===== src/rtl/alu_bist_pkg.sv =====
// Shared types and constants for the ALU BIST engine: FSM states, ALU opcodes,
// default polynomials and the seed/MISR helper functions.
package alu_bist_pkg;

    typedef enum logic [1:0] {
        ST_IDLE  = 2'd0,
        ST_RUN   = 2'd1,
        ST_DRAIN = 2'd2,
        ST_DONE  = 2'd3
    } state_t;

    localparam logic [2:0] ALU_ADD     = 3'd0;
    localparam logic [2:0] ALU_SUB     = 3'd1;
    localparam logic [2:0] ALU_AND     = 3'd2;
    localparam logic [2:0] ALU_OR      = 3'd3;
    localparam logic [2:0] ALU_SRL     = 3'd4;
    localparam logic [2:0] ALU_SRA     = 3'd5;
    localparam logic [2:0] ALU_OP_LAST = ALU_SRA;

    localparam logic [31:0] DEF_LFSR_POLY = 32'h80200003;
    localparam logic [31:0] DEF_MISR_POLY = 32'h04C11DB7;

    // An all-zero seed would lock the Galois LFSR at zero forever.
    function automatic logic [31:0] fix_seed(input logic [31:0] seed);
        return (seed == 32'h0) ? 32'h1 : seed;
    endfunction

    function automatic logic [31:0] misr_next(input logic [31:0] sig,
                                              input logic [31:0] data,
                                              input logic [31:0] poly);
        return {sig[30:0], 1'b0} ^ (sig[31] ? poly : 32'h0) ^ data;
    endfunction

endpackage


===== src/rtl/alu_bist_lfsr32.sv =====
// 32-bit Galois LFSR operand generator; load has priority over step.
// One-cycle update latency, no backpressure (steps whenever en is high).
module lfsr32
    import alu_bist_pkg::*;
#(
    parameter logic [31:0] POLY = DEF_LFSR_POLY,
    parameter logic [31:0] SEED = 32'h1
) (
    input  logic        clk,
    input  logic        reset,
    input  logic        load,
    input  logic        en,
    output logic [31:0] q
);

    logic [31:0] r_q;

    always_ff @(posedge clk or negedge reset) begin
        if (!reset) begin
            r_q <= SEED;
        end else if (load) begin
            r_q <= SEED;
        end else if (en) begin
            r_q <= {1'b0, r_q[31:1]} ^ (r_q[0] ? POLY : 32'h0);
        end
    end

    assign q = r_q;

endmodule


===== src/rtl/alu_bist.sv =====
// BIST engine for the 32-bit ALU: LFSR operands and cycling opcodes out, MISR-compacted result in.
// Run takes NUM_VECTORS+PIPE cycles after start; start is ignored while a run is in flight.
module alu_bist
    import alu_bist_pkg::*;
#(
    parameter int unsigned  NUM_VECTORS = 256,
    parameter logic [31:0]  SEED_A      = 32'h80000000,
    parameter logic [31:0]  SEED_B      = 32'h00000002,
    parameter logic [31:0]  LFSR_POLY   = DEF_LFSR_POLY,
    parameter logic [31:0]  MISR_POLY   = DEF_MISR_POLY,
    parameter logic [31:0]  EXP_SIG     = 32'h00000000,
    parameter bit           PIPE        = 1'b0
) (
    input  logic        clk,
    input  logic        reset,
    input  logic        start,
    output logic [31:0] alu_A,
    output logic [31:0] alu_B,
    output logic [2:0]  alu_ALUOp,
    input  logic [31:0] alu_C,
    output logic        busy,
    output logic        done,
    output logic        pass,
    output logic [31:0] signature
);

    localparam logic [31:0] W_SEED_A   = fix_seed(SEED_A);
    localparam logic [31:0] W_SEED_B   = fix_seed(SEED_B);
    localparam logic [15:0] W_LAST_IDX = 16'(NUM_VECTORS - 1);

    state_t      r_state;
    state_t      w_state_nxt;
    logic        w_load;
    logic        w_step;
    logic        w_compact;
    logic        w_finish;
    logic        w_last;
    logic [15:0] r_cnt;
    logic [2:0]  r_op;
    logic [31:0] r_sig;
    logic [31:0] r_c_pipe;
    logic        r_pipe_vld;
    logic        r_busy;
    logic        r_done;
    logic        r_pass;
    logic [31:0] w_c_sel;
    logic [31:0] w_sig_nxt;

    assign w_last    = (r_cnt == W_LAST_IDX);
    assign w_c_sel   = PIPE ? r_c_pipe : alu_C;
    assign w_sig_nxt = misr_next(r_sig, w_c_sel, MISR_POLY);

    lfsr32 #(.POLY(LFSR_POLY), .SEED(W_SEED_A)) u_lfsr_a (
        .clk   (clk),
        .reset (reset),
        .load  (w_load),
        .en    (w_step),
        .q     (alu_A)
    );

    lfsr32 #(.POLY(LFSR_POLY), .SEED(W_SEED_B)) u_lfsr_b (
        .clk   (clk),
        .reset (reset),
        .load  (w_load),
        .en    (w_step),
        .q     (alu_B)
    );

    always_ff @(posedge clk or negedge reset) begin
        if (!reset) begin
            r_state <= ST_IDLE;
        end else begin
            r_state <= w_state_nxt;
        end
    end

    // Operands freeze on the last vector so they stay visible in DONE.
    always_comb begin
        w_state_nxt = r_state;
        w_load      = 1'b0;
        w_step      = 1'b0;
        w_compact   = 1'b0;
        w_finish    = 1'b0;
        unique case (r_state)
            ST_IDLE, ST_DONE: begin
                if (start) begin
                    w_state_nxt = ST_RUN;
                    w_load      = 1'b1;
                end
            end
            ST_RUN: begin
                w_step    = !w_last;
                w_compact = PIPE ? r_pipe_vld : 1'b1;
                if (w_last) begin
                    w_state_nxt = PIPE ? ST_DRAIN : ST_DONE;
                    w_finish    = !PIPE;
                end
            end
            ST_DRAIN: begin
                w_compact   = 1'b1;
                w_finish    = 1'b1;
                w_state_nxt = ST_DONE;
            end
            default: begin
                w_state_nxt = ST_IDLE;
            end
        endcase
    end

    always_ff @(posedge clk or negedge reset) begin
        if (!reset) begin
            r_cnt <= 16'd0;
            r_op  <= ALU_ADD;
            r_sig <= 32'h0;
        end else begin
            if (w_load) begin
                r_cnt <= 16'd0;
            end else if (w_step) begin
                r_cnt <= r_cnt + 16'd1;
            end
            if (w_load) begin
                r_op <= ALU_ADD;
            end else if (w_step) begin
                r_op <= (r_op == ALU_OP_LAST) ? ALU_ADD : r_op + 3'd1;
            end
            if (w_load) begin
                r_sig <= 32'h0;
            end else if (w_compact) begin
                r_sig <= w_sig_nxt;
            end
        end
    end

    // Pipelined response path: C captured every RUN cycle, compacted one cycle later.
    always_ff @(posedge clk or negedge reset) begin
        if (!reset) begin
            r_c_pipe   <= 32'h0;
            r_pipe_vld <= 1'b0;
        end else begin
            r_c_pipe   <= alu_C;
            r_pipe_vld <= (r_state == ST_RUN);
        end
    end

    always_ff @(posedge clk or negedge reset) begin
        if (!reset) begin
            r_busy <= 1'b0;
            r_done <= 1'b0;
            r_pass <= 1'b0;
        end else if (w_load) begin
            r_busy <= 1'b1;
            r_done <= 1'b0;
            r_pass <= 1'b0;
        end else if (w_finish) begin
            r_busy <= 1'b0;
            r_done <= 1'b1;
            r_pass <= (w_sig_nxt == EXP_SIG);
        end
    end

    assign alu_ALUOp = r_op;
    assign busy      = r_busy;
    assign done      = r_done;
    assign pass      = r_pass;
    assign signature = r_sig;

endmodule


===== config.mk =====
export PLATFORM = sky130hd
export DESIGN_NAME = alu_bist
export DESIGN_NICKNAME = d
export VERILOG_FILES = /design/src/rtl/alu_bist_pkg.sv /design/src/rtl/alu_bist_lfsr32.sv /design/src/rtl/alu_bist.sv
export SDC_FILE = /design/constraint.sdc
export NUM_CORES = 1
export LEC_CHECK = 0
export ABC_CLOCK_PERIOD_IN_PS = 3100
export CAP_MARGIN = 20
export CELL_PAD_IN_SITES_DETAIL_PLACEMENT = 1
export CELL_PAD_IN_SITES_GLOBAL_PLACEMENT = 2
export CORE_ASPECT_RATIO = 2
export CORE_MARGIN = 8
export CORE_UTILIZATION = 31
export DETAILED_ROUTE_END_ITERATION = 10
export GPL_TIMING_DRIVEN = 0
export MAX_ROUTING_LAYER = met4
export PLACE_DENSITY_LB_ADDON = 0.1
export RECOVER_POWER = 25
export SETUP_SLACK_MARGIN = 0.2
export SLEW_MARGIN = 10
export SYNTH_ARGS = -nofsm -noshare
export SYNTH_HDL_FRONTEND = slang
export SYNTH_SLANG_ARGS = --single-unit

===== constraint.sdc =====
create_clock -name clk -period 3.1 [get_ports clk]
set_clock_uncertainty 0.15 [all_clocks]
set_input_delay 0.31 -clock clk [delete_from_list [all_inputs] [get_ports clk]]
set_output_delay 0.31 -clock clk [all_outputs]
set_load 0.02 [all_outputs]

### Word-level counts from Yosys, hierarchy flattened

Index checks and enable logic that the tools add are counted.

| word-level totals | value |
|---|---|
| flip-flop bits (word level) | 120 |
| input bits | 35 |
| output and inout port bits | 102 |
| logic and storage cells | 60 |

| operators by class | value |
|---|---|
| $add $sub $neg | 2 |
| eq/ne operators | 7 |
| muxes and demuxes | 29 |
| bitwise gates (word level) | 4 |
| reduce and logical (&&, ||, !) cells | 9 |

Operator list:

| kind | number |
|---|---|
| $mux 32 | 8 |
| $xor 31x32->32 | 2 |
| $logic_not 32->1 | 1 |
| $mux 16 | 2 |
| $xor 32x27->32 | 1 |
| $xor 32x32->32 | 1 |
| $mux 27 | 1 |
| $add 16x1->16 const B | 1 |
| $eq 16x8->1 const B | 1 |
| $mux 1 | 11 |
| $mux 3 | 3 |
| $pmux 2 s3 | 1 |
| $reduce_bool 2->1 | 3 |
| $eq 2x2->1 const B | 2 |
| $mux 2 | 2 |
| $ne 2x2->1 const B | 2 |
| $reduce_or 2->1 | 2 |
| $add 3x1->3 const B | 1 |
| $eq 3x3->1 const B | 1 |
| $eq 2x1->1 const B | 1 |
| $logic_not 2->1 | 1 |
| $pmux 1 s2 | 1 |
| $reduce_and 2->1 | 1 |
| $logic_not 1->1 | 1 |

### Depth between registers and ports, before layout

Gate-level depths: netlist of run 1.

| logic depth | value |
|---|---|
| depth in word-level cells | 6 |
| depth in mapped cells | 7 |
| mapped depth without buffers | 7 |

### Modules after synthesis

From an unflattened synthesis of run 1, not the netlist that was laid out.

| second synthesis, totals | value |
|---|---|
| cells, all modules | 505 |
| area total of the unflattened synthesis | 5632.9 um^2 |

Modules (own cells, without submodules):

| module | instances | cells an instance | area an instance (um^2) |
|---|---|---|---|
| alu_bist | 1 | 291 | 2907.8 |
| lfsr32 at u_lfsr_b | 1 | 108 | 1371.3 |
| lfsr32 at u_lfsr_a | 1 | 106 | 1353.8 |

### Worst setup path before layout of run 1

No wires, ideal clock.

| timing path | value |
|---|---|
| kind | register to register |
| from | reg r_cnt[8] |
| to | reg u_lfsr_b.r_q[22], in the netlist u_lfsr_b.q[22] |
| arrival | 1.939 ns |
| required time | 2.872 ns |
| setup slack | 0.933 ns |
| cell stages (with the launch flop) | 7 |
| period minus slack after synthesis | 2.167 ns |
| cells stage by stage | dfrtp_1 > or4_4 > o41ai_4 > buf_8 > buf_12 > nand2_2 > a21oi_2 |

| between the ends | value |
|---|---|
| longest elaborated chain between the ends | 4 |

RTL lines:

| what | line | source |
|---|---|---|
| start: declaration | alu_bist.sv:38 | `logic [15:0] r_cnt;` |
| start signal: assignment | alu_bist.sv:119 | `r_cnt <= r_cnt + 16'd1;` |
| $eq 16x8->1 | alu_bist.sv:49 | `assign w_last = (r_cnt == W_LAST_IDX);` |
| $logic_not 1->1 | alu_bist.sv:92 | `w_step = !w_last;` |
| $mux 1 | alu_bist.sv:84 | `unique case (r_state)` |
| $reduce_bool 2->1 (no line) | - |  |
| end signal: assignment | alu_bist_lfsr32.sv:24 | `r_q <= {1'b0, r_q[31:1]} ^ (r_q[0] ? POLY : 32'h0);` |
| end: declaration | alu_bist_lfsr32.sv:16 | `logic [31:0] r_q;` |

Every way passes these cells.
A chain may end at the register's enable or synchronous reset.

==> results of run 1 <==
## synthesized netlist by cell type (3+ instances only)
cell      instances  area (sq um)
inv_1             4          15.0
o32ai_1           3          26.3
xor2_1           21           184
nor4_1            4          25.0
buf_1             6          22.5
ha_1              3          37.5
o22ai_1          30           188
buf_12            5           100
a211oi_2          3          37.5
a21oi_1           5          25.0
or4_1             3          22.5
and4_1            3          26.3
and2_1            4          25.0
a21oi_2          56           490
nor3_1            7          35.0
nor2_1           29           109
clkbuf_1         22          82.6
nand4_1          11          68.8
xnor2_1          43           377
dfrtp_1         118          2950
nand2_2          50           313
nand3_1           6          30.0
nand2_1         114           428
## layer usage
layer | GRT usage | vias to the layer above | wire, microns
met3 | 0.0349 | 26 | 791
met4 | 0.0754 | 0 | 521
met1 | 0.164 | 2404 | 6770
met2 | 0.318 | 133 | 10700
li1 | - | 2248 | -
met5 | - | - | 0
## final cells by class
cell class	count	area (sq um)	share of cell area
well taps	255	319	0.0391
inverters	4	15.0	0.00184
flip-flops and latches	120	3010	0.368
clock inverters	11	98.8	0.0121
plain buffers	37	245	0.0301
clock buffers	21	470	0.0577
repair buffers	137	1390	0.170
multi-input cells	414	2620	0.321
## registers in the layout, indices dropped and copies added (netlist names)
| signal | flops |
|---|---|
| signature | 32 |
| u_lfsr_a.q | 32 |
| u_lfsr_b.q | 32 |
| r_cnt | 16 |
| alu_ALUOp | 3 |
| r_state | 2 |
| busy | 1 |
| done | 1 |
| pass | 1 |
## worst paths after layout
kind / to / slack (ns) / depth (start not counted)
max in group clk: u_lfsr_b.q[8]$_DFFE_PN0P_ / 0.63 / 6
min reg2reg: r_state[0]$_DFFE_PN0P_ / 0.36 / 1
max: u_lfsr_b.q[1]$_DFFE_PN1P_ / 0.59 / 3
max reg2reg: u_lfsr_b.q[8]$_DFFE_PN0P_ / 0.63 / 6
min: signature[1]$_DFFE_PN0P_ / 0.24 / 2
min in group asynchronous: u_lfsr_a.q[10]$_DFFE_PN0P_ / 0.97 / 2
## what timing repair did
| item | in CTS | in global routing |
|---|---|---|
| hold endpoints to repair | 39 | 0 |
| hold buffers | 1 | 0 |
| gates resized for setup | 0 | 0 |
## per-stage QoR
step / area [sq um] / setup TNS [ns] / instances / setup WS, ns
finish: 8160 / 0 / 999 / 0.595
global route: 8160 / 0 / 999 / 0.237
CTS: 8160 / 0 / 999 / 0.566
detailed placement: 7580 / 0 / 966 / 0.572
global placement: 7550 / -405.98 / 965 / -3.43
floorplan: 5880 / 0 / 575 / 0.933
## cell families (layout without fill, tap and decap cells)
kind of cell | count (synthesis) | after routing
simple gates | 238 | 238
flops | 120 | 120
compound gates | 107 | 107
xor+xnor | 64 | 64
buf+inv | 41 | 210
fa+ha+maj | 3 | 3
mux | 2 | 2
## where the power goes
group / internal [mW] / switching, mW
clock network: 1.16 / 0.752
logic: 1.41 / 1.99
registers: 1.95 / 0.396
total: 4.52 / 3.14
## placed cells by master, fill, tap and decap left out, types with 3 or more instances in the layout
| cell type | count |
|---|---|
| nor2_1 | 29 |
| a211oi_2 | 3 |
| nand3_1 | 6 |
| a21oi_1 | 5 |
| inv_1 | 4 |
| dfrtp_1 | 118 |
| or4_1 | 3 |
| nand2_2 | 50 |
| and2_1 | 4 |
| buf_12 | 5 |
| o22ai_1 | 30 |
| o32ai_1 | 3 |
| a21oi_2 | 56 |
| nand4_1 | 11 |
| clkinvlp_4 | 6 |
| xnor2_1 | 43 |
| nor3_1 | 7 |
| clkinv_2 | 3 |
| ha_1 | 3 |
| clkbuf_16 | 17 |
| and4_1 | 3 |
| nor4_1 | 4 |
| clkbuf_1 | 23 |
| xor2_1 | 21 |
| buf_1 | 6 |
| clkdlybuf4s50_1 | 134 |
| nand2_1 | 114 |
| clkbuf_8 | 3 |
## worst max-delay path, delay by kind of cell
kind | cells | cell delay (ns)
buffers and inverters | 3 | 2.46
==> results_dict.tcl, run 1 <==
set metrics [dict create \
    synth_ff_type "dfrtp_1" \
    cts_root_buf "clkbuf_16" \
    crit_path_max_incr_delay_ns 1.54 \
    maxCapViolCount 1 \
    status "finished, violations left" \
    rr_startpoint "r_cnt[8]$_DFFE_PN0P_" \
    postRouteAntennaNets 0 \
    die_area_sq_um 23900 \
    drc_errors 0 \
    nNetsFinal 769 \
    powerDensity_nw_per_um2 939 \
    synthCells 575 \
    worst_pin_slew_ns 1.96 \
    vias_per_cell 4.82 \
    worst-path-max-fanout 81 \
    core_area_sq_um 18700 \
    chipHeight_microns 211 \
    cts_buffers 17 \
    rows 71 \
    cp_cell_sequence "dlygate4sd3_1, dlygate4sd2_1, buf_16" \
    final_util 0.435 \
    hpwl_mm 14.4 \
    synth_compound_area_frac 0.147 \
    cp-startpoint "reset" \
    synth_seq_area_share 0.511 \
    via_count 4811 \
    cts_setup_buffers 0 \
    min_period_over_period 0.808 \
    violations "max-capacitance violations, max-slew violations" \
    peakVddDrop_uv 392 \
    track_usage 0.170 \
    relSlewSlack -0.306 \
    syn_nets 613 \
    finalMaxSlewViolations 40 \
    initial_utilization 0.314 \
    fillers 2140 \
    overflow 0 \
    cp_slowest_cell "dlygate4sd2_1" \
    cts_tree "built" \
    critPathKind "in2async" \
    endpoint_kind "async pin" \
    cts_max_path_buffers 2 \
    htreeDepth 4 \
    synth-xor-area-share 0.0953 \
    ys_types 42 \
    synth-seq-cells 120 \
    hold_slack_ns 0.236 \
    clock_latency_ns 0.42 \
    grt_max_degree 82 \
    grt_setup_unrepaired "false" \
    synth_edf_count 0 \
    syn_to_final_growth_pct 38.7 \
    antenna_found_initial 0 \
    avgRoutedWirePerCell_microns 18.8 \
    min-delay-start "start" \
    first_pass_iters 4 \
    hold_violations 0 \
    synth_mux_area_frac 0.00340 \
    io_buffers 135 \
    antenna_cells 0 \
    clk_pin_slew_ns 0.06 \
    period_minus_slack_ns 2.51 \
    drive_above_1_share 0.208 \
    hp-class "in2reg" \
    ys.warnings.count 0 \
    synthSimpleGateAreaFrac 0.193 \
    grt_pass1_vias 5576 \
    max_clock_freq_mhz 399 \
    finalSetupViolCount 0 \
    die_w_microns 113 \
    avgSynthCellArea_sq_um 10.2 \
    clock-sinks 120 \
    required_ns 3.46 \
    finalWeightedCongestion 0.829 \
    wirelength_mm 18.8 \
    synthAdderAreaFrac 0.00638 \
    crit_arrival_ns 2.86 \
    synth_area_sq_um 5880 \
    grt_pass1_wl_mm 30.7 \
    synth_top_family_by_area "simple AND/OR/NAND/NOR gates" \
    p_total_mw 7.67 \
    first_iter_violations 130 \
    cp-start-kind "input pin" \
    async_flop_share 1.00 \
    p_leak_nw 3.17 \
    pin_count 137 \
]
(Power assumes the default switching activity.)
==> inputs of run 2 (changes only) <==
--- a/config.mk
+++ b/config.mk
@@ -5,7 +5,7 @@
 export SDC_FILE = /design/constraint.sdc
 export NUM_CORES = 1
 export LEC_CHECK = 0
-export ABC_CLOCK_PERIOD_IN_PS = 3100
+export ABC_CLOCK_PERIOD_IN_PS = 2450
 export CAP_MARGIN = 20
 export CELL_PAD_IN_SITES_DETAIL_PLACEMENT = 1
 export CELL_PAD_IN_SITES_GLOBAL_PLACEMENT = 2
==> constraint.sdc (replaced) <==
create_clock -name clk -period 2.45 [get_ports clk]
set_clock_uncertainty 0.15 [all_clocks]
set_input_delay 0.245 -clock clk [delete_from_list [all_inputs] [get_ports clk]]
set_output_delay 0.245 -clock clk [all_outputs]
set_load 0.02 [all_outputs]
==> results_dict.tcl, run 2 (synthesis gave the netlist of run 1 again) <==
set metrics [dict create \
    status "complete, no violations" \
    critPathBufInv 2 \
    die_w_microns 113 \
    overflow 0 \
    peakVddDrop_uv 502 \
    period_minus_slack_ns 2.20 \
    final_cell_mix "clkdlybuf4s50_1, dfrtp_1, nand2_1, a21oi_2, nand2_2" \
    finalSetupViolCount 0 \
    rr_startpoint "r_cnt[13]$_DFFE_PN0P_" \
    avgRoutedWirePerCell_microns 18.7 \
    die_area_sq_um 23900 \
    core_area_sq_um 18700 \
    hpwl_mm 14.4 \
    syn_to_final_growth_pct 40.4 \
    htreeDepth 4 \
    reg2reg_depth 6 \
    cts_max_path_buffers 2 \
    grt_pass1_vias 5603 \
    nNetsFinal 777 \
    grt_pass1_wl_mm 30.8 \
    fillers 2131 \
    drc_errors 0 \
    clock_latency_ns 0.41 \
    finalWeightedCongestion 0.829 \
    busiest_layer "met2" \
    antenna_found_initial 0 \
    endpoint_kind "register" \
    final_common_cell "clkdlybuf4s50_1" \
    critical-path-top-delay-family "simple AND/OR/NAND/NOR gates" \
    min-delay-start "start" \
    p_leak_nw 3.27 \
    cp_cell_sequence "or4_4, o41a_1, buf_6, buf_4, nand2_1, a21oi_2" \
    first_pass_iters 4 \
    worst-path-max-fanout 10 \
    vias_per_cell 4.81 \
    chipHeight_microns 211 \
    regArea_sq_um 3010 \
    cp-start-kind "register" \
    first_iter_violations 143 \
    cp_slowest_cell "or4_4" \
    crit_path_max_incr_delay_ns 0.56 \
    critPathKind "reg2reg" \
    place_area_sq_um 7580 \
    hp-class "in2reg" \
    cts_tree "built" \
    cts_root_buf "clkbuf_16" \
    crit_arrival_ns 2.33 \
    min_to "signature[1]$_DFFE_PN0P_" \
    worst_pin_slew_ns 1.09 \
    wirelength_mm 18.9 \
    min_period_over_period 0.897 \
    postRouteAntennaNets 0 \
    track_usage 0.171 \
    finalMaxSlewViolations 0 \
    final_area_sq_um 8260 \
    powerDensity_nw_per_um2 1180 \
    via_count 4842 \
    multi_input_area_sq_um 2620 \
    rr_endpoint "u_lfsr_a.q[14]$_DFFE_PN0P_" \
    io_buffers 135 \
    clock-sinks 120 \
    grt_setup_unrepaired "true" \
    antenna_cells 0 \
    grt_max_degree 82 \
    r2r_slack_ns 0.25 \
    max_clock_freq_mhz 455 \
    required_ns 2.59 \
    relSlewSlack 0.270 \
    grt.met2_usage 0.320 \
    min_path_cells 2 \
    gr-usage-met3 0.0349 \
    met1_usage 0.164 \
    rows 71 \
    maxCapViolCount 0 \
    hold_violations 0 \
    cts_buffers 17 \
    initial_utilization 0.314 \
    clk_pin_slew_ns 0.06 \
    pin_count 137 \
    hold_slack_ns 0.183 \
    drive_above_1_share 0.247 \
]
## run 2: cell types whose count changed in the layout (fill, tap and decap cells not counted), sizes merged
cell,delta
dlygate4sd2,-1
buf,+9
## run 2: metal layers
layer | routed length, microns | share of wire
met3 | 787 | 0.042
met4 | 485 | 0.026
met5 | 0 | 0
met1 | 6750 | 0.36
met2 | 10900 | 0.58
## run 2: worst max path at each step
stage,from,to,slack [ns],depth (start not counted)
after global placement,reset,signature[5]$_DFFE_PN0P_,-4.01,1
final,r_cnt[13]$_DFFE_PN0P_,u_lfsr_a.q[14]$_DFFE_PN0P_,0.25,6
after CTS,r_cnt[8]$_DFFE_PN0P_,u_lfsr_b.q[29]$_DFFE_PN0P_,0.20,6
after floorplan,r_cnt[8]$_DFFE_PN0P_,u_lfsr_b.q[22]$_DFFE_PN0P_,0.28,6
after detailed placement,r_state[0]$_DFFE_PN0P_,u_lfsr_b.q[29]$_DFFE_PN0P_,-0.07,6
after global routing,r_cnt[12]$_DFFE_PN0P_,u_lfsr_b.q[18]$_DFFE_PN0P_,0.19,6
## run 2: through the flow
| stage | utilization | total power, mW | worst slack, ns | setup TNS, ns | instances |
|---|---|---|---|---|---|
| floorplan | - | 5.55 | 0.283 | 0 | 575 |
| global placement | 0.403 | 7.29 | -4.01 | -476.52 | 965 |
| detailed placement | 0.405 | 7.39 | -0.0685 | -1.67 | 966 |
| CTS | 0.439 | 9.95 | 0.204 | 0 | 1002 |
| global route | 0.441 | 10.4 | 0.195 | 0 | 1007 |
| finish | 0.441 | 9.77 | 0.253 | 0 | 1007 |
## run 2: what timing repair did
| item | in CTS | in global routing |
|---|---|---|
| hold buffers | 1 | 0 |
| resized for setup | 21 | 14 |
| setup endpoints to repair | 87 | 97 |
| setup buffers | 3 | 5 |
| pin swaps | 2 | 0 |
| endpoints found under the hold margin | 39 | 0 |
## run 2: final cells by class
| cell class | count | area share |
|---|---|---|
| Clock inverter | 11 | 0.0120 |
| Buffer | 37 | 0.0345 |
| Timing Repair Buffer | 145 | 0.175 |
| Tap cell | 255 | 0.0386 |
| Clock buffer | 21 | 0.0569 |
| Multi-Input combinational cell | 414 | 0.317 |
| Inverter | 4 | 0.00182 |
| Sequential cell | 120 | 0.364 |
## run 2: power by group
part | total, mW | internal [mW] | switching, mW
clock | 2.42 | 1.47 | 0.949
sequential | 2.97 | 2.47 | 0.497
combinational | 4.38 | 1.86 | 2.53
==> inputs of run 3 (changes only) <==
--- a/config.mk
+++ b/config.mk
@@ -5,13 +5,13 @@
 export SDC_FILE = /design/constraint.sdc
 export NUM_CORES = 1
 export LEC_CHECK = 0
-export ABC_CLOCK_PERIOD_IN_PS = 2450
+export ABC_CLOCK_PERIOD_IN_PS = 1850
 export CAP_MARGIN = 20
 export CELL_PAD_IN_SITES_DETAIL_PLACEMENT = 1
 export CELL_PAD_IN_SITES_GLOBAL_PLACEMENT = 2
 export CORE_ASPECT_RATIO = 2
 export CORE_MARGIN = 8
-export CORE_UTILIZATION = 31
+export CORE_UTILIZATION = 28
 export DETAILED_ROUTE_END_ITERATION = 10
 export GPL_TIMING_DRIVEN = 0
 export MAX_ROUTING_LAYER = met4
==> constraint.sdc (replaced) <==
create_clock -name clk -period 1.85 [get_ports clk]
set_clock_uncertainty 0.15 [all_clocks]
set_input_delay 0.185 -clock clk [delete_from_list [all_inputs] [get_ports clk]]
set_output_delay 0.185 -clock clk [all_outputs]
set_load 0.02 [all_outputs]
==> results_dict.tcl, run 3 (synthesis gave the netlist of run 1 again) <==
set metrics [dict create \
    min_path_cells 2 \
    critPathBufInv 4 \
    io_buffers 135 \
    p_int_mw 8.43 \
    cp_common_cell "buf_6" \
    die_area_sq_um 26200 \
    grt_pass1_vias 5729 \
    cts_max_path_buffers 2 \
    finalMaxSlewViolations 0 \
    final_util 0.445 \
    p_clk_frac 0.228 \
    rows 75 \
    overflow 0 \
    fillers 2318 \
    peakVddDrop_uv 676 \
    hold_violations 0 \
    final_cell_mix "dfrtp_1, dlygate4sd2_1, nand2_2, a21oi_2, nand2_1" \
    finalSetupViolCount 80 \
    postRouteAntennaNets 0 \
    worst_pin_slew_ns 1.13 \
    max_clock_freq_mhz 443 \
    chipHeight_microns 221 \
    drc_errors 0 \
    nNetsFinal 805 \
    first_iter_violations 162 \
    min_period_over_period 1.22 \
    antenna_cells 0 \
    finalWeightedCongestion 0.795 \
    switching_share 0.415 \
    powerDensity_nw_per_um2 1560 \
    relSlewSlack 0.244 \
    rr_startpoint "r_cnt[14]$_DFFE_PN0P_" \
    grt_max_degree 81 \
    final_common_cell "dfrtp_1" \
    endpoint_kind "register" \
    cts_tree "built" \
    violations "negative setup slack" \
    core_area_sq_um 20800 \
    via_count 5000 \
    crit_arrival_ns 2.45 \
    hpwl_mm 15.1 \
    min_to "signature[1]$_DFFE_PN0P_" \
    die_w_microns 119 \
    pre_cts_ws_ns -0.662 \
    htreeDepth 4 \
    syn_to_final_growth_pct 57.5 \
    critPathKind "reg2reg" \
    cts_buffers 17 \
    clock_latency_ns 0.42 \
    status "finished, violations left" \
    rr_endpoint "u_lfsr_a.q[30]$_DFFE_PN0P_" \
    worst-path-max-fanout 5 \
    pwr-share-seq 0.283 \
    required_ns 2.04 \
    cts_root_buf "clkbuf_16" \
    fin_setup_tns_ns -28.59 \
    cp_slowest_cell "or4_4" \
    critical-path-top-delay-family "buffers and inverters" \
    first_pass_iters 6 \
    track_usage 0.165 \
    initial_utilization 0.282 \
    hold_slack_ns 0.124 \
    clock-sinks 120 \
    grt_setup_unrepaired "true" \
    grt_pass1_wl_mm 32.9 \
    clk_pin_slew_ns 0.05 \
    setup_ws_ns -0.409 \
    hp-class "in2reg" \
    p_sw_mw 5.99 \
    antenna_found_initial 0 \
    r2r_slack_ns -0.41 \
    maxCapViolCount 0 \
    min-delay-start "start" \
    comb_power_share 0.489 \
    vias_per_cell 4.77 \
    crit_path_max_incr_delay_ns 0.54 \
    period_minus_slack_ns 2.26 \
    cp-start-kind "register" \
    drive_above_1_share 0.415 \
    avgRoutedWirePerCell_microns 20.4 \
    reg2reg_depth 8 \
    wirelength_mm 21.4 \
    cp_cell_sequence "or4_4, buf_6, o41ai_4, buf_6, clkbuf_16, buf_12, nand2_2, a21oi_2" \
    pin_count 137 \
    p_leak_nw 4.32 \
]
run 3: cell count changes in the layout (fill, tap and decap cells not counted), moves of 6 or more:
cell             previous run  this run
buf_4                      12        22
buf_6                       1        11
clkbuf_16                  17        25
clkbuf_8                    3         9
clkdlybuf4s50_1           134        32
dfrtp_1                   116       107
dfrtp_2                     2        11
dlygate4sd2_1               0        98
nand2_1                   114        53
nand2_2                    50        82
nand2_4                     0        29
nor3_1                      7         1
run 3: per-stage QoR:
step | power [mW] | std cells | area, sq um
floorplan | 7.56 | 575 | 6000
global placement | 9.96 | 979 | 7690
detailed placement | 10.1 | 980 | 7720
CTS | 13.5 | 1032 | 8620
global route | 15.2 | 1049 | 9270
finish | 14.4 | 1049 | 9270
run 3: worst register-to-register path: stages, from the launching register on:
cell	delay, ns
dfrtp_1	0.39
or4_4	0.54
buf_6	0.14
o41ai_4	0.26
buf_6	0.19
clkbuf_16	0.17
buf_12	0.13
nand2_2	0.06
a21oi_2	0.16
run 3: worst max path at each step:
stage                                start                    endpoint  slack, ns  cells past startpoint
floorplan            r_cnt[10]$_DFFE_PN0P_   u_lfsr_b.q[2]$_DFFE_PN0P_      -0.28                      6
global placement                     reset   signature[22]$_DFFE_PN0P_      -5.18                      1
detailed placement  r_state[0]$_DFFE_PN0P_  u_lfsr_b.q[12]$_DFFE_PN0P_      -0.66                      6
CTS                  r_cnt[14]$_DFFE_PN0P_  u_lfsr_a.q[18]$_DFFE_PN0P_      -0.39                      7
global route         r_cnt[14]$_DFFE_PN0P_  u_lfsr_a.q[30]$_DFFE_PN0P_      -0.49                      8
finish               r_cnt[14]$_DFFE_PN0P_  u_lfsr_a.q[30]$_DFFE_PN0P_      -0.41                      8
run 3: repair_timing:
item	4_1_cts	5_1_grt
gates cloned	2	8
endpoints found under the hold margin	43	0
pin swaps	24	56
hold buffers	1	0
resized for setup	178	109
endpoints found under the setup margin	222	93
buffers inserted	17	9
run 3: layout make-up:
| type | instances | area, sq um | share of cell area |
|---|---|---|---|
| clock inverter | 7 | 65.1 | 0.00702 |
| sequential | 120 | 3020 | 0.326 |
| timing repair buffer | 173 | 1720 | 0.186 |
| clock buffer | 25 | 515 | 0.0556 |
| tap | 269 | 337 | 0.0363 |
| multi-input combinational | 414 | 3180 | 0.344 |
| buffer | 37 | 413 | 0.0446 |
| inverter | 4 | 15.0 | 0.00162 |
run 3: per-layer routing:
layer,GRT usage,vias to the layer above,part of all wire
li1,-,2319,-
met1,0.161,2538,0.35
met2,0.315,118,0.59
met3,0.0286,25,0.028
met4,0.0641,0,0.024
met5,-,-,0
run 3: power by group through the flow:
stage	clock network (mW)	logic, mW	registers (mW)
after floorplan	0	3.02	4.54
after global placement	0	5.93	4.03
after detailed placement	0	6.03	4.04
after CTS	3.37	6.15	4.01
after global routing	3.47	7.58	4.20
final	3.29	7.05	4.09
